--- src/rtl/btb_update_ctrl.sv ---
// BTB write-side controller: detects mispredicts, redirects fetch, queues corrected entries
// and drains them one per cycle into the BTB write port. Optional counters: BTB_UPD_STATS_EN.
module btb_update_ctrl #(
    parameter int TAG   = 27,
    parameter int PC    = 32,
    parameter int DEPTH = 4
) (
    input  logic               clk_in,
    input  logic               rst_n_in,
    input  logic               res_valid_in,
    output logic               res_ready_out,
    input  logic [PC-1:0]      res_pc_in,
    input  logic               res_taken_in,
    input  logic [PC-1:0]      res_target_in,
    input  logic [PC-1:0]      pred_target_in,
    output logic               redirect_out,
    output logic [PC-1:0]      redirect_pc_out,
    input  logic               wr_stall_in,
    output logic               update_out,
    output logic [PC-TAG-1:0]  index_out,
`ifdef BTB_UPD_STATS_EN
    output logic [31:0]        resolved_cnt_out,
    output logic [31:0]        mispred_cnt_out,
`endif
    output logic [PC-1:0]      new_pc_out
);

    localparam int IW = PC - TAG;
    localparam int PW = $clog2(DEPTH);
    localparam logic [PW:0] CNT_FULL = (PW+1)'(DEPTH);

    logic [IW-1:0] r_q_idx [DEPTH];
    logic [PC-1:0] r_q_pc  [DEPTH];
    logic [PW-1:0] r_wr_ptr;
    logic [PW-1:0] r_rd_ptr;
    logic [PW:0]   r_count;

    logic [PC-1:0] r_redirect_pc;
    logic          r_redirect;
    logic          r_update;
    logic [IW-1:0] r_index;
    logic [PC-1:0] r_new_pc;

    logic [PC-1:0] w_next;
    logic [IW-1:0] w_idx;
    logic [PW-1:0] w_young_ptr;
    logic          w_accept;
    logic          w_mispred;
    logic          w_pop;
    logic          w_coal;
    logic          w_push;

    assign res_ready_out = (r_count != CNT_FULL);
    assign w_accept      = res_valid_in & res_ready_out;
    assign w_next        = res_taken_in ? res_target_in : (res_pc_in + PC'(4));
    assign w_mispred     = (w_next != pred_target_in);
    assign w_idx         = res_pc_in[PC-TAG+1:2];
    assign w_pop         = (r_count != '0) & ~wr_stall_in;
    assign w_young_ptr   = r_wr_ptr - PW'(1);

    // The youngest entry is only off-limits when it is also the head being popped now.
    assign w_coal = w_accept & w_mispred & (r_count != '0)
                  & (r_q_idx[w_young_ptr] == w_idx)
                  & ~(w_pop & (r_count == (PW+1)'(1)));
    assign w_push = w_accept & w_mispred & ~w_coal;

    always_ff @(posedge clk_in) begin
        if (w_coal)
            r_q_pc[w_young_ptr] <= w_next;
        if (w_push) begin
            r_q_idx[r_wr_ptr] <= w_idx;
            r_q_pc[r_wr_ptr]  <= w_next;
        end
    end

    always_ff @(posedge clk_in or negedge rst_n_in) begin
        if (!rst_n_in) begin
            r_wr_ptr      <= '0;
            r_rd_ptr      <= '0;
            r_count       <= '0;
            r_redirect    <= 1'b0;
            r_redirect_pc <= '0;
            r_update      <= 1'b0;
            r_index       <= '0;
            r_new_pc      <= '0;
        end else begin
            r_redirect <= w_accept & w_mispred;
            if (w_accept & w_mispred)
                r_redirect_pc <= w_next;
            r_update <= w_pop;
            if (w_pop) begin
                r_index  <= r_q_idx[r_rd_ptr];
                r_new_pc <= r_q_pc[r_rd_ptr];
                r_rd_ptr <= r_rd_ptr + PW'(1);
            end
            if (w_push)
                r_wr_ptr <= r_wr_ptr + PW'(1);
            r_count <= r_count + (PW+1)'(w_push) - (PW+1)'(w_pop);
        end
    end

`ifdef BTB_UPD_STATS_EN
    logic [31:0] r_resolved_cnt;
    logic [31:0] r_mispred_cnt;

    always_ff @(posedge clk_in or negedge rst_n_in) begin
        if (!rst_n_in) begin
            r_resolved_cnt <= '0;
            r_mispred_cnt  <= '0;
        end else if (w_accept) begin
            r_resolved_cnt <= r_resolved_cnt + 32'd1;
            if (w_mispred)
                r_mispred_cnt <= r_mispred_cnt + 32'd1;
        end
    end

    assign resolved_cnt_out = r_resolved_cnt;
    assign mispred_cnt_out  = r_mispred_cnt;
`endif

    assign redirect_out    = r_redirect;
    assign redirect_pc_out = r_redirect_pc;
    assign update_out      = r_update;
    assign index_out       = r_index;
    assign new_pc_out      = r_new_pc;

endmodule

--- config.mk ---
export PLATFORM = sky130hd
export DESIGN_NAME = btb_update_ctrl
export DESIGN_NICKNAME = d
export VERILOG_FILES = /design/src/rtl/btb_update_ctrl.sv
export SDC_FILE = /design/constraint.sdc
export NUM_CORES = 1
export LEC_CHECK = 0
export CAP_MARGIN = 25
export CORE_MARGIN = 2
export CORE_UTILIZATION = 30
export DETAILED_ROUTE_END_ITERATION = 7
export GPL_TIMING_DRIVEN = 1
export MAX_ROUTING_LAYER = met4
export PLACE_DENSITY = 0.57
export SYNTH_ARGS = -nofsm -noshare
export SYNTH_HDL_FRONTEND = slang
export SYNTH_SLANG_ARGS = --single-unit
--- constraint.sdc ---
create_clock -name clk_in -period 5.11 [get_ports clk_in]
set_input_delay 1.2775 -clock clk_in [delete_from_list [all_inputs] [get_ports clk_in]]
set_output_delay 1.2775 -clock clk_in [all_outputs]
set_load 0.02 [all_outputs]
==> results.tsv, run 1 <==
metric	value	unit
failing checks	DRC	
Core Util, Final	0.418	
Yosys top cell by area	edfxtp_1	
htree depth	1	
Slew headroom	0.369	
hold slack	502	ps
Peak Freq	204	MHz
Crit Path Class	in -> reg	
Required @ worst endpoint	5520	ps
Slew @ Worst Pin	937	ps
Peak supply drop	0.000257	V
fraction of layout cells with a size suffix above 1	0.295	
sequential power share	0.390	
Die Width	194	µm
LEAKAGE	5.42	nW
max cap viols	0	
critical path, cell by cell	clkdlybuf4s50_1 > nand4_1 > or4_4 > buf_6 > nor4_4 > xnor3_1 > o211ai_1 > or4b_4 > a2111oi_4 > nor3b_2 > inv_1 > ha_1 > inv_1 > ha_2 > fa_2 > xnor2_2 > xnor2_1	
Sequential Area	0.00640	mm²
synth warn	0	
internal power	5.02	mW
RePlAce Congestion	0.876	
clock power share	0.234	
Tmin final	4900	ps
Residual DRC	14	
Critical-path top delay cell	or4_4	
Worst-path clk slew	60	ps
sw frac	0.317	
Hold/Removal Path Class	reg -> reg	
RSZ-0062 raised after global routing	false	
pre-CTS setup slack	-575	ps
height of the die	194	µm
Via-to-Cell Ratio	4.93	
max-slew violations	0	
CTS Buf Count	26	
final hold violation count	0	
CP Launch Type	input pin	
total grt overflow	0	
Rows	69	
Wirelength per Cell	21.8	µm
P per Cell Area	493	mW/mm²
most common cell after layout, fill and taps aside	clkdlybuf4s50_1	
top post-synthesis cells by area	edfxtp_1, dfrtp_1, mux4_2, mux2_2, mux2_4	
drt first pass iters	7	
Post-Route WL	32400	µm
initial DRC count	466	
Top Ports	173	
#FFs+latches synth	226	
post-route clock period utilization	0.959	
P_sw	2.33	mW
clock insertion delay at the later pin of the skew report	540	ps
first-pass GRT wire length	48300	µm
multi-input combinational cell area	0.00438	mm²
syn avg cell area	15.0	µm²
Post-Synthesis Net Count	833	
CP Buf/Inv Count	4	
Post-CTS Hold Buffers	0	
starting density of the core	0.305	
pin count of the biggest net entering global routing	52	
# Post-CTS Setup Buffers	0	
Setup Skew	16.8	ps
worst setup margin	212	ps
CTS tree	built	
Critical Path Max Stage Delay	570	ps
status	finished with violations	
full die area	0.0378	mm²
root buf cell	clkbuf_16	
most used cell, CP	inv_1	
CP endpoint kind	flip-flop	
Syn Inst Count	724	
P&R area growth vs syn	37.2	%
final setup vio count	0	
CORE AREA	0.0357	mm²
crit path max fanout	9	
Netlist cell types	60	
DP Wirelength	24600	µm
initial antenna violation count	6	
vias in the first global route	7533	
GRT Overall Usage	0.177	
most frequent cells in the layout	clkdlybuf4s50_1, edfxtp_1, buf_4	
Cell Area, Synth	0.0109	mm²
clk buf depth	3	
leading register cell type out of synthesis	edfxtp_1	
Via Count	7305	
CTS Sinks	226	
PortBufs	172	
Antenna Nets Post-Route	0	
share of the yosys chip area belonging to registers	0.589	
number of flops mapped to enable cells by yosys	148	
worst path arrival time	5310	ps
delay-heaviest family, CP	simple AND/OR/NAND/NOR gates	
top cell type's share of synthesized area	0.409	
nets@finish	1104	
Comb power frac	0.376	
fillers	3324	
asr flop ratio synth	0.345	
total power	7.35	mW
## flip-flops by register name (all words and copies together), names as in the netlist
signal / count
update_out: 1
r_wr_ptr: 2
new_pc_out: 32
index_out: 5
r_q_idx: 20
redirect_out: 1
redirect_pc_out: 32
r_q_pc: 128
r_rd_ptr: 2
r_count: 3
## final timing paths
kind,endpoint,depth (start not counted),slack [ps],startpoint
min in group asynchronous,new_pc_out[20],1,700,rst_n_in
max,r_count[2],17,210,res_pc_in[6]
min reg2reg,new_pc_out[29],1,500,new_pc_out[29]
max in group asynchronous,new_pc_out[3],2,3400,rst_n_in
max reg2reg,r_count[2],14,1120,r_wr_ptr[0]
min,new_pc_out[29],1,500,new_pc_out[29]
## power groups by stage
stage | combinational [mW] | clock [mW] | sequential, mW
global placement | 2.74 | 0 | 2.92
finish | 2.76 | 1.72 | 2.86
CTS | 2.82 | 1.77 | 2.88
detailed placement | 2.81 | 0 | 2.91
global route | 2.96 | 1.84 | 2.94
floorplan | 1.39 | 0 | 3.07
## metrics by stage
step                      instances  setup TNS (ps)  area (µm²)
final                          1482               0       14900
after global routing           1482               0       14900
after CTS                      1476               0       14900
after detailed placement       1428          -31120       14100
after global placement         1427          -16350       14100
after floorplan                 724           -35.8       11000
## what timing repair did
| action | 4_1_cts | 5_1_grt |
|---|---|---|
| setup endpoints to repair | 1 | 2 |
| pin swaps | 2 | 5 |
| resized for setup | 2 | 4 |
## final cells by class
cell class | count | share of cell area
well taps | 461 | 0.0387
multi-input cells | 447 | 0.293
inverters | 11 | 0.00277
diodes | 6 | 0.00101
flip-flops and latches | 226 | 0.429
repair buffers | 283 | 0.182
clock inverters | 9 | 0.00386
clock buffers | 39 | 0.0496
## metal layers
layer	share of wire	track usage	routed length, µm
met5	0	-	0
met4	0.021	0.0376	668
met3	0.060	0.0347	1930
met2	0.48	0.285	15500
met1	0.44	0.233	14300
## cell usage after synthesis (6+ instances only)
library cell	count
nor3_1	15
nand3_1	12
a21oi_1	17
nor4_1	13
nand4_1	15
or4_1	6
and2_1	7
mux2_4	29
ha_1	7
clkbuf_1	18
o21ai_0	15
nand2b_1	6
mux4_2	42
nor2_1	24
inv_1	11
nand2_1	36
xnor2_1	49
mux2_2	49
buf_2	8
and3_1	7
a31oi_1	6
dfrtp_1	78
xor2_1	28
buf_1	9
edfxtp_1	148
## logic make-up (layout without fill, tap and decap cells)
kind of cell / count (synthesis) / after routing / share of synthesized area
AND/OR/NAND/NOR: 168 / 168 / 0.0876
other: 0 / 6 / 0
adder cells (fa/ha/maj): 8 / 8 / 0.00990
buffers and inverters: 51 / 342 / 0.0214
multiplexers: 126 / 126 / 0.184
XOR/XNOR: 80 / 80 / 0.0683
flip-flops: 226 / 226 / 0.589
AO/OA/AOI/OAI: 65 / 65 / 0.0405
Power figures use the tool's default switching activity.
==> inputs of run 2 (changes only) <==
Settings changed: CORE_ASPECT_RATIO set to 1.4, SKIP_LAST_GASP set to 1.
==> results.tsv, run 2 (synthesized netlist as in run 1, its figures left out) <==
metric	value	unit	change
max-slew violations	0		unchanged
max cap viols	0		unchanged
Peak supply drop	0.000238	V	-7.4%
CTS Buf Count	23		-12%
max FFs per register	128		unchanged
initial antenna violation count	2		-4
pin count of the biggest net entering global routing	51		-1.9%
DP Wirelength	23900	µm	-3.1%
Slew headroom	0.452		+0.0829
critical path, cell by cell	clkdlybuf4s50_1 > nand3_2 > buf_4 > nor3_1 > a21oi_1 > a2111oi_2 > nand4_1 > or4b_4 > a2111oi_4 > nor3b_2 > inv_1 > ha_1 > inv_1 > ha_2 > fa_2 > xnor2_2 > xnor2_1		
Top Ports	173		unchanged
CP endpoint kind	flip-flop		
Setup Skew	13.2	ps	-3.68 ps
nets@finish	1109		+0.45%
P_sw	2.30	mW	-1.4%
Die Width	165	µm	-15%
Biggest register	r_q_pc		
most frequent cells in the layout	clkdlybuf4s50_1, edfxtp_1, buf_4		
Placed Area	0.0141	mm²	+0.28%
Wirelength per Cell	21.5	µm	-1.6%
Via-to-Cell Ratio	4.93		about the same
Rows	82		+19%
delay-heaviest family, CP	simple AND/OR/NAND/NOR gates		
total power	7.35	mW	about the same
final hold violation count	0		unchanged
root buf cell	clkbuf_16		
CTS tree	built		
clock power share	0.237		+0.003
htree depth	1		unchanged
full die area	0.0378	mm²	about the same
internal power	5.05	mW	+0.61%
clk buf depth	3		unchanged
Via Count	7295		-0.14%
CTS Sinks	226		unchanged
sw frac	0.313		-0.00425
RePlAce Congestion	0.928		+5.9%
Crit Path Class	in -> reg		
total grt overflow	0		unchanged
status	completed		
crit path max fanout	4		-5
CP Launch Type	input pin		
Hold/Removal Path Class	reg -> reg		
starting density of the core	0.303		-0.00129
Residual DRC	0		-14
Critical Path Max Stage Delay	560	ps	about the same
Tmin final	4870	ps	-31.0 ps
fin area	0.0150	mm²	+0.38%
P&R area growth vs syn	37.8	%	
Peak Freq	205	MHz	+0.64%
Post-CTS Hold Buffers	0		unchanged
LEAKAGE	5.45	nW	+0.54%
final setup vio count	0		unchanged
Antenna Nets Post-Route	0		unchanged
P per Cell Area	491	mW/mm²	-0.39%
initial DRC count	457		-1.9%
drt first pass iters	5		-2
GRT Overall Usage	0.176		-0.00104
first-pass GRT wire length	47700	µm	-1.2%
worst path arrival time	5280	ps	-30 ps
CP Buf/Inv Count	4		unchanged
# Post-CTS Setup Buffers	0		unchanged
Worst-path clk slew	60	ps	about the same
RSZ-0062 raised after global routing	false		
Comb power frac	0.366		-0.010
Critical-path top delay cell	clkdlybuf4s50_1		
Post-Route WL	31800	µm	-1.6%
sequential power share	0.396		+0.006
most common cell after layout, fill and taps aside	clkdlybuf4s50_1		
PortBufs	172		unchanged
CORE AREA	0.0358	mm²	+0.42%
clock insertion delay at the later pin of the skew report	530	ps	about the same
post-route clock period utilization	0.952		-0.00607
fraction of layout cells with a size suffix above 1	0.310		+0.0152
vias in the first global route	7734		+2.7%
most used cell, CP	inv_1		
Slew @ Worst Pin	823	ps	-115 ps
height of the die	229	µm	+18%
Required @ worst endpoint	5520	ps	about the same
-- run 2: timing repair --
action,4_1_cts,5_1_grt
gates cloned,0,0
gates resized for setup,2,13
hold endpoints to repair,0,0
pin swaps,0,4
setup endpoints to repair,2,2
-- run 2: layer usage --
layer	track usage	vias up	wire, µm
met5	-	-	0
met4	0.0503	0	660
met2	0.294	227	16300
li1	-	3331	-
met3	0.0205	39	1390
met1	0.225	3698	13500
-- run 2: power by group through the flow --
| stage | sequential, mW | clock, mW | combinational [mW] |
|---|---|---|---|
| 3_3_place_gp | 2.95 | 0 | 2.71 |
| 6_report | 2.91 | 1.74 | 2.69 |
| 3_5_place_dp | 2.97 | 0 | 2.73 |
| 4_1_cts | 2.94 | 1.79 | 2.74 |
| 5_1_grt | 2.99 | 1.85 | 2.87 |
| 2_1_floorplan | 3.07 | 0 | 1.39 |
-- run 2: through the flow --
stage	std cells	setup TNS, ps	util	hold slack (ps)	setup WS, ps
3_5_place_dp	1437	-49460	0.394	493	-658
4_1_cts	1479	0	0.416	510	9.67
2_1_floorplan	724	-35.8	-	556	-35.8
5_1_grt	1481	0	0.418	527	45.0
3_3_place_gp	1437	-25520	0.394	488	-520
6_report	1481	0	0.418	503	243
-- run 2: final timing paths --
kind                           startpoint             end  slack [ps]  depth (start not counted)
max                         res_pc_in[14]      r_count[2]         240                         17
min                        new_pc_out[15]  new_pc_out[15]         500                          1
max reg2reg                   r_wr_ptr[0]      r_count[2]        1170                         14
min reg2reg                new_pc_out[15]  new_pc_out[15]         500                          1
max in group asynchronous        rst_n_in  new_pc_out[30]        3390                          2
min in group asynchronous        rst_n_in    index_out[2]         820                          1
-- run 2: layout make-up --
| class | count | area [µm²] |
|---|---|---|
| Fill cell | 3301 | 20800 |
| Sequential cell | 226 | 6400 |
| Multi-Input combinational cell | 447 | 4430 |
| Timing Repair Buffer | 291 | 2740 |
| Clock buffer | 28 | 594 |
| Tap cell | 462 | 578 |
| Clock inverter | 14 | 183 |
| Inverter | 11 | 41.3 |
| Antenna cell | 2 | 5.00 |
==> inputs of run 3 (changes only) <==
Settings changed: CORE_MARGIN 2 to not set.
==> results.tsv, run 3 (synthesized netlist as in run 1, its figures left out) <==
metric	value	unit	change
status	completed		
Wirelength per Cell	21.3	µm	-0.77%
post-route clock period utilization	0.956		+0.00373
grt peak-use layer	met2		
Placed Area	0.0142	mm²	+0.60%
worst path arrival time	5280	ps	about the same
RePlAce Congestion	0.881		-5.0%
starting density of the core	0.304		+0.000872
initial DRC count	424		-7.2%
Die Width	163	µm	-1.2%
pin count of the biggest net entering global routing	58		+14%
Rows	82		unchanged
placed instance count	1445		+0.56%
Via-to-Cell Ratio	4.88		-0.94%
vias in the first global route	7571		-2.1%
htree depth	1		unchanged
PortBufs	172		unchanged
fin area	0.0151	mm²	+0.64%
internal power	5.10	mW	+1.1%
Hold Path End	new_pc_out[4]		
Comb power frac	0.368		+0.002
max FFs per register	128		unchanged
Top Ports	173		unchanged
most common cell after layout, fill and taps aside	clkdlybuf4s50_1		
FF-to-FF Start	r_wr_ptr[0]		
reg2reg setup slack	1190	ps	+20 ps
met2 Resource Use GR	0.302		+0.00846
HP Start	new_pc_out[4]		
max cap viols	0		unchanged
worst reg-to-reg path cell count	14		unchanged
clock power share	0.240		+0.003
pre-CTS setup slack	-553	ps	+106 ps
setup_tns	0	ps	unchanged
root buf cell	clkbuf_16		
Post-Route WL	31700	µm	-0.36%
final setup vio count	0		unchanged
Via Count	7256		-0.53%
sw frac	0.311		-0.00210
Crit Path Class	in -> reg		
Setup Skew	22.5	ps	+9.36 ps
fraction of layout cells with a size suffix above 1	0.314		+0.00441
Peak supply drop	0.000257	V	+8.0%
Hold/Removal Path Class	reg -> reg		
Biggest register	r_q_pc		
CTS tree	built		
GRT Overall Usage	0.181		+0.00480
first-pass GRT wire length	47100	µm	-1.2%
most frequent cells in the layout	clkdlybuf4s50_1, edfxtp_1, buf_4		
Residual DRC	0		unchanged
P per Cell Area	492	mW/mm²	+0.18%
Antenna Nets Post-Route	0		unchanged
drt first pass iters	7		+2
crit path max fanout	5		+1
CTS Sinks	226		unchanged
Required @ worst endpoint	5500	ps	-20 ps
met3 usage	0.0246		+0.00413
P_sw	2.30	mW	+0.14%
worst reg2reg endpoint	r_count[2]		
met1 Use GR	0.226		+0.000900
final hold violation count	0		unchanged
height of the die	227	µm	-0.87%
Slew headroom	0.424		-0.0279
sequential power share	0.392		-0.004
clk buf depth	3		unchanged
initial antenna violation count	0		-2
max-slew violations	0		unchanged
clock insertion delay at the later pin of the skew report	520	ps	about the same
Tmin final	4890	ps	+19.1 ps
Worst-path clk slew	60	ps	about the same
DP Wirelength	23900	µm	+0.29%
Worst Setup SP	res_pc_in[8]		
CORE AREA	0.0357	mm²	-0.29%
total grt overflow	0		unchanged
CP endpoint kind	flip-flop		
Cells on Worst Hold Path	1		unchanged
n_diodes	0		-2
LEAKAGE	5.50	nW	+0.88%
worst setup margin	224	ps	-19.1 ps
CTS Buf Count	23		unchanged
fin cells	1487		+0.41%
full die area	0.0370	mm²	-2.1%
Slew @ Worst Pin	864	ps	+41.9 ps
total power	7.41	mW	+0.81%
Peak Freq	205	MHz	-0.39%
nets@finish	1117		+0.72%
CP Launch Type	input pin		
P&R area growth vs syn	38.6	%	
==> run 3: cell types whose count changed in the layout (fill, tap and decap cells not counted), moves of 2 or more <==
cell and change:
buf_4 +6, clkinv_2 -3, clkbuf_8 +3, nor4_2 +2, nand3_2 +2, buf_12 +2, nand3_1 -2, diode_2 -2
==> run 3: worst max path at each step <==
| stage | endpoint | slack [ps] | cells after the start |
|---|---|---|---|
| after floorplan | r_count[2] | -40 | 17 |
| after global placement | r_count[2] | -490 | 17 |
| after detailed placement | r_count[2] | -550 | 17 |
| after CTS | r_count[2] | 70 | 18 |
| after global routing | r_count[2] | -2 | 19 |
| final | r_count[2] | 220 | 16 |
==> run 3: per-layer routing <==
layer,routed length (µm),share of wire
met5,0,0
met4,817,0.026
met3,1270,0.040
met2,16200,0.51
met1,13500,0.42
==> run 3: metrics by stage <==
stage	utilization	hold WS [ps]
5_1_grt	0.422	520
4_1_cts	0.420	509
6_report	0.422	506
2_1_floorplan	-	556
3_3_place_gp	0.398	491
3_5_place_dp	0.398	491
==> run 3: cell type report <==
type | count | area, µm²
Timing Repair Buffer | 299 | 2830
Fill cell | 3315 | 20600
Clock inverter | 10 | 159
Multi-Input combinational cell | 447 | 4420
Sequential cell | 226 | 6400
Inverter | 11 | 41.3
Tap cell | 462 | 578
Clock buffer | 32 | 639
==> run 3: repair_timing <==
| item | 4_1_cts | 5_1_grt |
|---|---|---|
| pin swaps | 0 | 4 |
| gates resized for setup | 1 | 14 |
| hold buffers | 0 | 0 |
| setup buffers | 0 | 0 |
| setup endpoints to repair | 1 | 2 |
==> run 3: worst max-delay path: stages <==
cell,delay [ps]
clkdlybuf4s50_1,500
nand3_2,200
or4_4,650
nor4_4,320
xnor3_1,170
o211ai_1,80
or4b_4,560
a2111oi_4,420
nor3b_2,100
inv_1,80
ha_1,110
inv_1,40
ha_2,160
fa_2,350
xnor2_2,140
xnor2_1,120
==> run 3: power groups by stage <==
stage | clock [mW] | combinational [mW] | sequential (mW)
6_report | 1.78 | 2.73 | 2.91
5_1_grt | 1.88 | 2.91 | 2.98
4_1_cts | 1.82 | 2.78 | 2.93
3_5_place_dp | 0 | 2.77 | 2.96
3_3_place_gp | 0 | 2.76 | 2.95
2_1_floorplan | 0 | 1.39 | 3.07
